$ cat config.mk
export PLATFORM = sky130hd
export DESIGN_NAME = vdu_mem_arbiter
export DESIGN_NICKNAME = d
export VERILOG_FILES = /design/src/rtl/vdu_mem_arbiter.sv
export SDC_FILE = /design/constraint.sdc
export NUM_CORES = 1
export LEC_CHECK = 0
export BUFFER_PORTS_ARGS = -buffer_cell sky130_fd_sc_hd__buf_2
export CORE_MARGIN = 10
export CORE_UTILIZATION = 50
export DETAILED_ROUTE_END_ITERATION = 6
export GPL_TIMING_DRIVEN = 1
export PLACE_DENSITY = 0.85
export RECOVER_POWER = 25
export SLEW_MARGIN = 15
export SYNTH_ARGS = -nofsm -noshare
export SYNTH_HDL_FRONTEND = slang
export SYNTH_SLANG_ARGS = --single-unit
$ cat constraint.sdc
create_clock -name i_clk -period 4.9 [get_ports i_clk]
set_input_delay 0.98 -clock i_clk [delete_from_list [all_inputs] [get_ports i_clk]]
set_output_delay 0.98 -clock i_clk [all_outputs]
set_load 0.1 [all_outputs]
$ cat src/rtl/vdu_mem_arbiter.sv
// vdu_mem_arbiter
// Shares one single-port synchronous RAM between the Mk14 CPU bus and the VDU
// line fetcher. VDU reads always win the address port and carry no handshake.
// CPU accesses use a req/ack handshake and are held off while the VDU owns the
// port. The block also counts CPU stall cycles and flags request starvation.
//
// Ports
//   i_clk, i_rst          clock, synchronous active-high reset
//   i_cpu_req/we/addr/wdata  CPU request, held until o_cpu_ack
//   o_cpu_rdata, o_cpu_ack   CPU read data (held) and one-cycle completion pulse
//   i_vdu_read_en/addr    VDU owns the RAM port this cycle / VDU read address
//   o_vdu_data            RAM read data passed straight to the VDU
//   o_mem_addr/we/wdata   RAM port, i_mem_rdata returns one cycle after address
//   i_stat_clr            clears o_stall_cnt and o_starve
//   o_stall_cnt, o_starve saturating stall count, sticky starvation flag
//   o_dbg_state           current FSM state for observation
//
// Handshake: a CPU request is presented by holding i_cpu_req high with stable
// we/addr/wdata; it completes in the single cycle o_cpu_ack is high. If req is
// still high in the cycle after that ack it is taken as a new request.
module vdu_mem_arbiter #(
    parameter int AW       = 16,
    parameter int DW       = 8,
    parameter int MAX_WAIT = 64
) (
    input  logic          i_clk,
    input  logic          i_rst,
    input  logic          i_cpu_req,
    input  logic          i_cpu_we,
    input  logic [AW-1:0] i_cpu_addr,
    input  logic [DW-1:0] i_cpu_wdata,
    output logic [DW-1:0] o_cpu_rdata,
    output logic          o_cpu_ack,
    input  logic          i_vdu_read_en,
    input  logic [AW-1:0] i_vdu_read_addr,
    output logic [DW-1:0] o_vdu_data,
    output logic [AW-1:0] o_mem_addr,
    output logic          o_mem_we,
    output logic [DW-1:0] o_mem_wdata,
    input  logic [DW-1:0] i_mem_rdata,
    input  logic          i_stat_clr,
    output logic [15:0]   o_stall_cnt,
    output logic          o_starve,
    output logic [1:0]    o_dbg_state
);

    typedef enum logic [1:0] {
        S_IDLE  = 2'd0,
        S_RDATA = 2'd1,
        S_WACK  = 2'd2
    } state_t;

    localparam logic [15:0] MAX_WAIT_W = 16'(MAX_WAIT);
    localparam logic [15:0] SAT        = 16'hFFFF;

    state_t        state_q;
    logic          cpu_ack_q;
    logic [DW-1:0] cpu_rdata_q;
    logic [15:0]   stall_cnt_q, stall_cnt_d;
    logic [15:0]   wait_q, wait_d;
    logic          starve_q, starve_d;

    logic cpu_pending;
    logic cpu_grant;
    logic cpu_stall;

    // A read completes with its ack in S_IDLE; while that ack is showing the
    // still-high req belongs to the finished access and must not restart it.
    assign cpu_pending = (state_q == S_IDLE) && i_cpu_req && !cpu_ack_q && !i_rst;
    assign cpu_grant   = cpu_pending && !i_vdu_read_en;
    assign cpu_stall   = cpu_pending &&  i_vdu_read_en;

    // RAM port mux: VDU first, CPU only during its granted address phase.
    always_comb begin
        o_mem_addr  = i_cpu_addr;
        o_mem_we    = 1'b0;
        o_mem_wdata = i_cpu_wdata;
        if (i_vdu_read_en) begin
            o_mem_addr = i_vdu_read_addr;
        end else if (cpu_grant) begin
            o_mem_we = i_cpu_we;
        end
    end

    assign o_vdu_data = i_mem_rdata;

    // Statistics next state; a clear in the same cycle as a stall wins.
    always_comb begin
        wait_d = wait_q;
        if (cpu_grant) begin
            wait_d = '0;
        end else if (cpu_stall && (wait_q != SAT)) begin
            wait_d = wait_q + 16'd1;
        end

        stall_cnt_d = stall_cnt_q;
        starve_d    = starve_q;
        if (i_stat_clr) begin
            stall_cnt_d = '0;
            starve_d    = 1'b0;
        end else if (cpu_stall) begin
            if (stall_cnt_q != SAT) begin
                stall_cnt_d = stall_cnt_q + 16'd1;
            end
            if (wait_d >= MAX_WAIT_W) begin
                starve_d = 1'b1;
            end
        end
    end

    always_ff @(posedge i_clk) begin
        if (i_rst) begin
            state_q     <= S_IDLE;
            cpu_ack_q   <= 1'b0;
            cpu_rdata_q <= '0;
            stall_cnt_q <= '0;
            wait_q      <= '0;
            starve_q    <= 1'b0;
        end else begin
            cpu_ack_q   <= 1'b0;
            stall_cnt_q <= stall_cnt_d;
            wait_q      <= wait_d;
            starve_q    <= starve_d;
            case (state_q)
                S_IDLE: begin
                    if (cpu_grant) begin
                        // Writes commit in this cycle, so their ack is next cycle.
                        state_q   <= i_cpu_we ? S_WACK : S_RDATA;
                        cpu_ack_q <= i_cpu_we;
                    end
                end
                S_RDATA: begin
                    // RAM data for the address phase is on i_mem_rdata now;
                    // the VDU may be using the address port meanwhile.
                    cpu_rdata_q <= i_mem_rdata;
                    cpu_ack_q   <= 1'b1;
                    state_q     <= S_IDLE;
                end
                S_WACK: begin
                    state_q <= S_IDLE;
                end
                default: begin
                    state_q <= S_IDLE;
                end
            endcase
        end
    end

    assign o_cpu_ack   = cpu_ack_q;
    assign o_cpu_rdata = cpu_rdata_q;
    assign o_stall_cnt = stall_cnt_q;
    assign o_starve    = starve_q;
    assign o_dbg_state = 2'(state_q);

endmodule
==> impl_metrics.csv <==
group,metric,value,unit
yosys,yosys-top-cells-count,"45 x nor2_1, 44 x dfxtp_1, 20 x xnor2_1",
pwr,powerDensity,262,nW/µm²
yosys,synthesis.area,2450,µm²
drt,ant_nets,0,
drt,dr.pass1.iters,4,
clock_tree,cts_setup_buffers,0,
critical_path,rr_endpoint,"o_starve",
critical_path,cpMaxStageDelayCell,"or4_1",
drt,drt-initial-drc-count,140,
sta,slew_headroom,0.213,
clock_tree,cts.htree.levels,2,
floorplanning,die_area,8100,µm²
critical_path,critPathRequiredTime,3920,ps
floorplanning,die-height,90.0,µm
sta,min_period_over_period,0.740,
yosys,synth_top_cell_area_share,0.360,
critical_path,regToRegSetupSlack,2490,ps
yosys,synth_edf_count,0,
drt,drcViolationCount,0,
critical_path,crit_family,"simple AND/OR/NAND/NOR gates",
sta,finalCriticalPeriod,3630,ps
floorplanning,die_w,90.0,µm
yosys,async_reset_ff_frac,0,
hold_path,hold-path-endpoint,"wait_q[1]",
floorplanning,ioPinCount,115,
sta,skew,11.7,ps
flow_run,cap_violations,0,
critical_path,startpoint_type,"input pin",
floorplanning,rows,25,
pwr,p_leak,1.15,nW
global_route,grt_usage,0.152,
final_layout,nets,417,
final_layout,layout-drive-gt1-share,0.330,
critical_path,cp_max_fo,12,
place,portBuffers,98,
drt,wirelength,6170,µm
global_route,grt_max_degree,19,
global_route,grt_antenna_before_repair,0,
critical_path,rr_worst_depth,8,
clock_tree,cts_resized,0,
hold_path,hold_path_class,"reg -> reg",
sta,setup_violations,0,
final_layout,final_core_util,0.621,
hold_path,hold_depth,2,
clock_tree,cts_tree,"done",
yosys,syn_inst,281,
clock_tree,path_clk_slew,80,ps
critical_path,end_kind,"output pin",
yosys,synth.largest_area_cell,"dfxtp_1",
floorplanning,core,4720,µm²
place,gp_congestion,0.807,
hold_path,hold_start,"wait_q[1]",
critical_path,critical-path-max-stage-delay,550,ps
clock_tree,postCtsHoldBufs,0,
critical_path,path_buf_inv,2,
place,dp_hpwl,4910,µm
yosys,synth_warnings,0,
yosys,post_synth.cell_area_avg,8.71,µm²
yosys,yosysUniqueCellTypes,46,
critical_path,path_cells,"clkbuf_1, or2_0, or4_1, nor2_1, buf_2",
sta,worst_pin_slew,1190,ps
yosys,yosys_register_bits,44,
critical_path,crit_arrival,2650,ps
final_layout,fill_cells,389,
yosys,synth-seq-area-share,0.360,
drt,routedWlPerCell,14.4,µm
clock_tree,numCtsBuffers,5,
final_layout,antenna_cells,0,
clock_tree,clkSinkCount,44,
sta,fin_tns_setup,0,ps
critical_path,path_class,"in -> out",
pwr,ir_drop,186,µV
clock_tree,clkLatencyLatePin,300,ps
yosys,synth_nets,337,
clock_tree,clock_path_buffers,2,
yosys,synthMostInstantiatedCell,"nor2_1",
final_layout,syn2layout_area_growth,19.8,%
sta,maxSlewViolCount,0,
global_route,overflow,0,
yosys,yosys-top-cells-area,"dfxtp_1 36%, mux2_2 7.4%, xnor2_1 7.2%",
critical_path,reg2reg_from,"wait_q[0]",
sta,rsz0062_at_grt,"false",
floorplanning,initial_core_util,0.518,
sta,fmax,276,MHz
global_route,grt_pass1_vias,2332,
sta,hold_viol,0,
clock_tree,cts_root_buf,"clkbuf_8",
yosys,synthFlopType,"dfxtp_1",
run_status,status,"finished clean",
global_route,grt_pass1_wl,10600,µm
drt,vias_per_cell,5.14,
drt,num_vias,2198,
state kept, by name, summed over array words and instances, names as in the netlist:
name         count
o_starve         1
wait_q          16
o_cpu_ack        1
o_dbg_state      2
o_stall_cnt     16
o_cpu_rdata      8
power by group:
group / switching, mW / total, mW / leakage [nW] / internal (mW)
combinational: 0.151 / 0.189 / 0.752 / 0.0383
clock: 0.120 / 0.216 / 0.0400 / 0.0965
sequential: 0.00214 / 0.362 / 0.355 / 0.360
placed cells by master, fill, tap and decap left out, types with 6 or more instances in the layout:
cell type,n
nand4_1,7
dfxtp_1,44
mux2_2,16
nand3_1,8
buf_2,89
nor3_1,12
a21oi_1,7
and4_1,6
inv_1,10
nor2_1,45
mux2i_1,8
clkbuf_1,9
xnor2_1,20
nand2_1,14
xor2_1,8
through the flow:
| step | hold slack (ps) | total power, mW | setup slack, ps | area (µm²) | instances |
|---|---|---|---|---|---|
| floorplan | 454 | 0.560 | 871 | 2450 | 281 |
| global placement | 467 | 0.559 | 1390 | 2860 | 421 |
| detailed placement | 477 | 0.561 | 1370 | 2860 | 421 |
| CTS | 487 | 0.776 | 1370 | 2940 | 428 |
| global route | 519 | 0.798 | 1120 | 2930 | 428 |
| finish | 486 | 0.768 | 1270 | 2930 | 428 |
area by class of cell:
| cell class | instances | area [µm²] | share of cell area |
|---|---|---|---|
| Inverter | 10 | 37.5 | 0.0128 |
| Sequential cell | 44 | 881 | 0.300 |
| Clock buffer | 5 | 68.8 | 0.0235 |
| Timing Repair Buffer | 99 | 487 | 0.166 |
| Clock inverter | 2 | 12.5 | 0.00427 |
| Multi-Input combinational cell | 201 | 1360 | 0.465 |
| Tap cell | 67 | 83.8 | 0.0286 |
metal layers:
metal | global-route usage | up-vias | share of wire
met5 | 0 | - | 0
li1 | - | 1118 | -
met4 | 0.0597 | 0 | 0.020
met1 | 0.167 | 995 | 0.42
met3 | 0.0457 | 13 | 0.062
met2 | 0.267 | 72 | 0.50
cells by family after synthesis:
kind of cell / after synthesis / synth area share
and+or+nand+nor: 121 / 0.260
buffers and inverters: 36 / 0.0838
DFF: 44 / 0.360
AOI/OAI and AO/OA: 26 / 0.0797
adders and majority gates: 2 / 0.0102
muxes: 24 / 0.106
xor gates and xnor gates: 28 / 0.100
how the worst max path moves through the flow:
stage	end	cells after the start	startpoint	slack [ps]
3_3_place_gp	o_mem_we	5	i_rst	1390
4_1_cts	o_mem_we	5	i_rst	1370
3_5_place_dp	o_mem_we	5	i_rst	1370
5_1_grt	o_mem_we	5	i_rst	1120
6_report	o_mem_we	5	i_rst	1270
2_1_floorplan	o_mem_we	3	i_rst	870
tightest hold or removal path: cells and delay by family (launching register included):
family,cells,cell delay [ps]
flip-flops,1,330
AND/OR/NAND/NOR,1,60
AO/OA/AOI/OAI,1,50
Power figures use the tool's default switching activity.
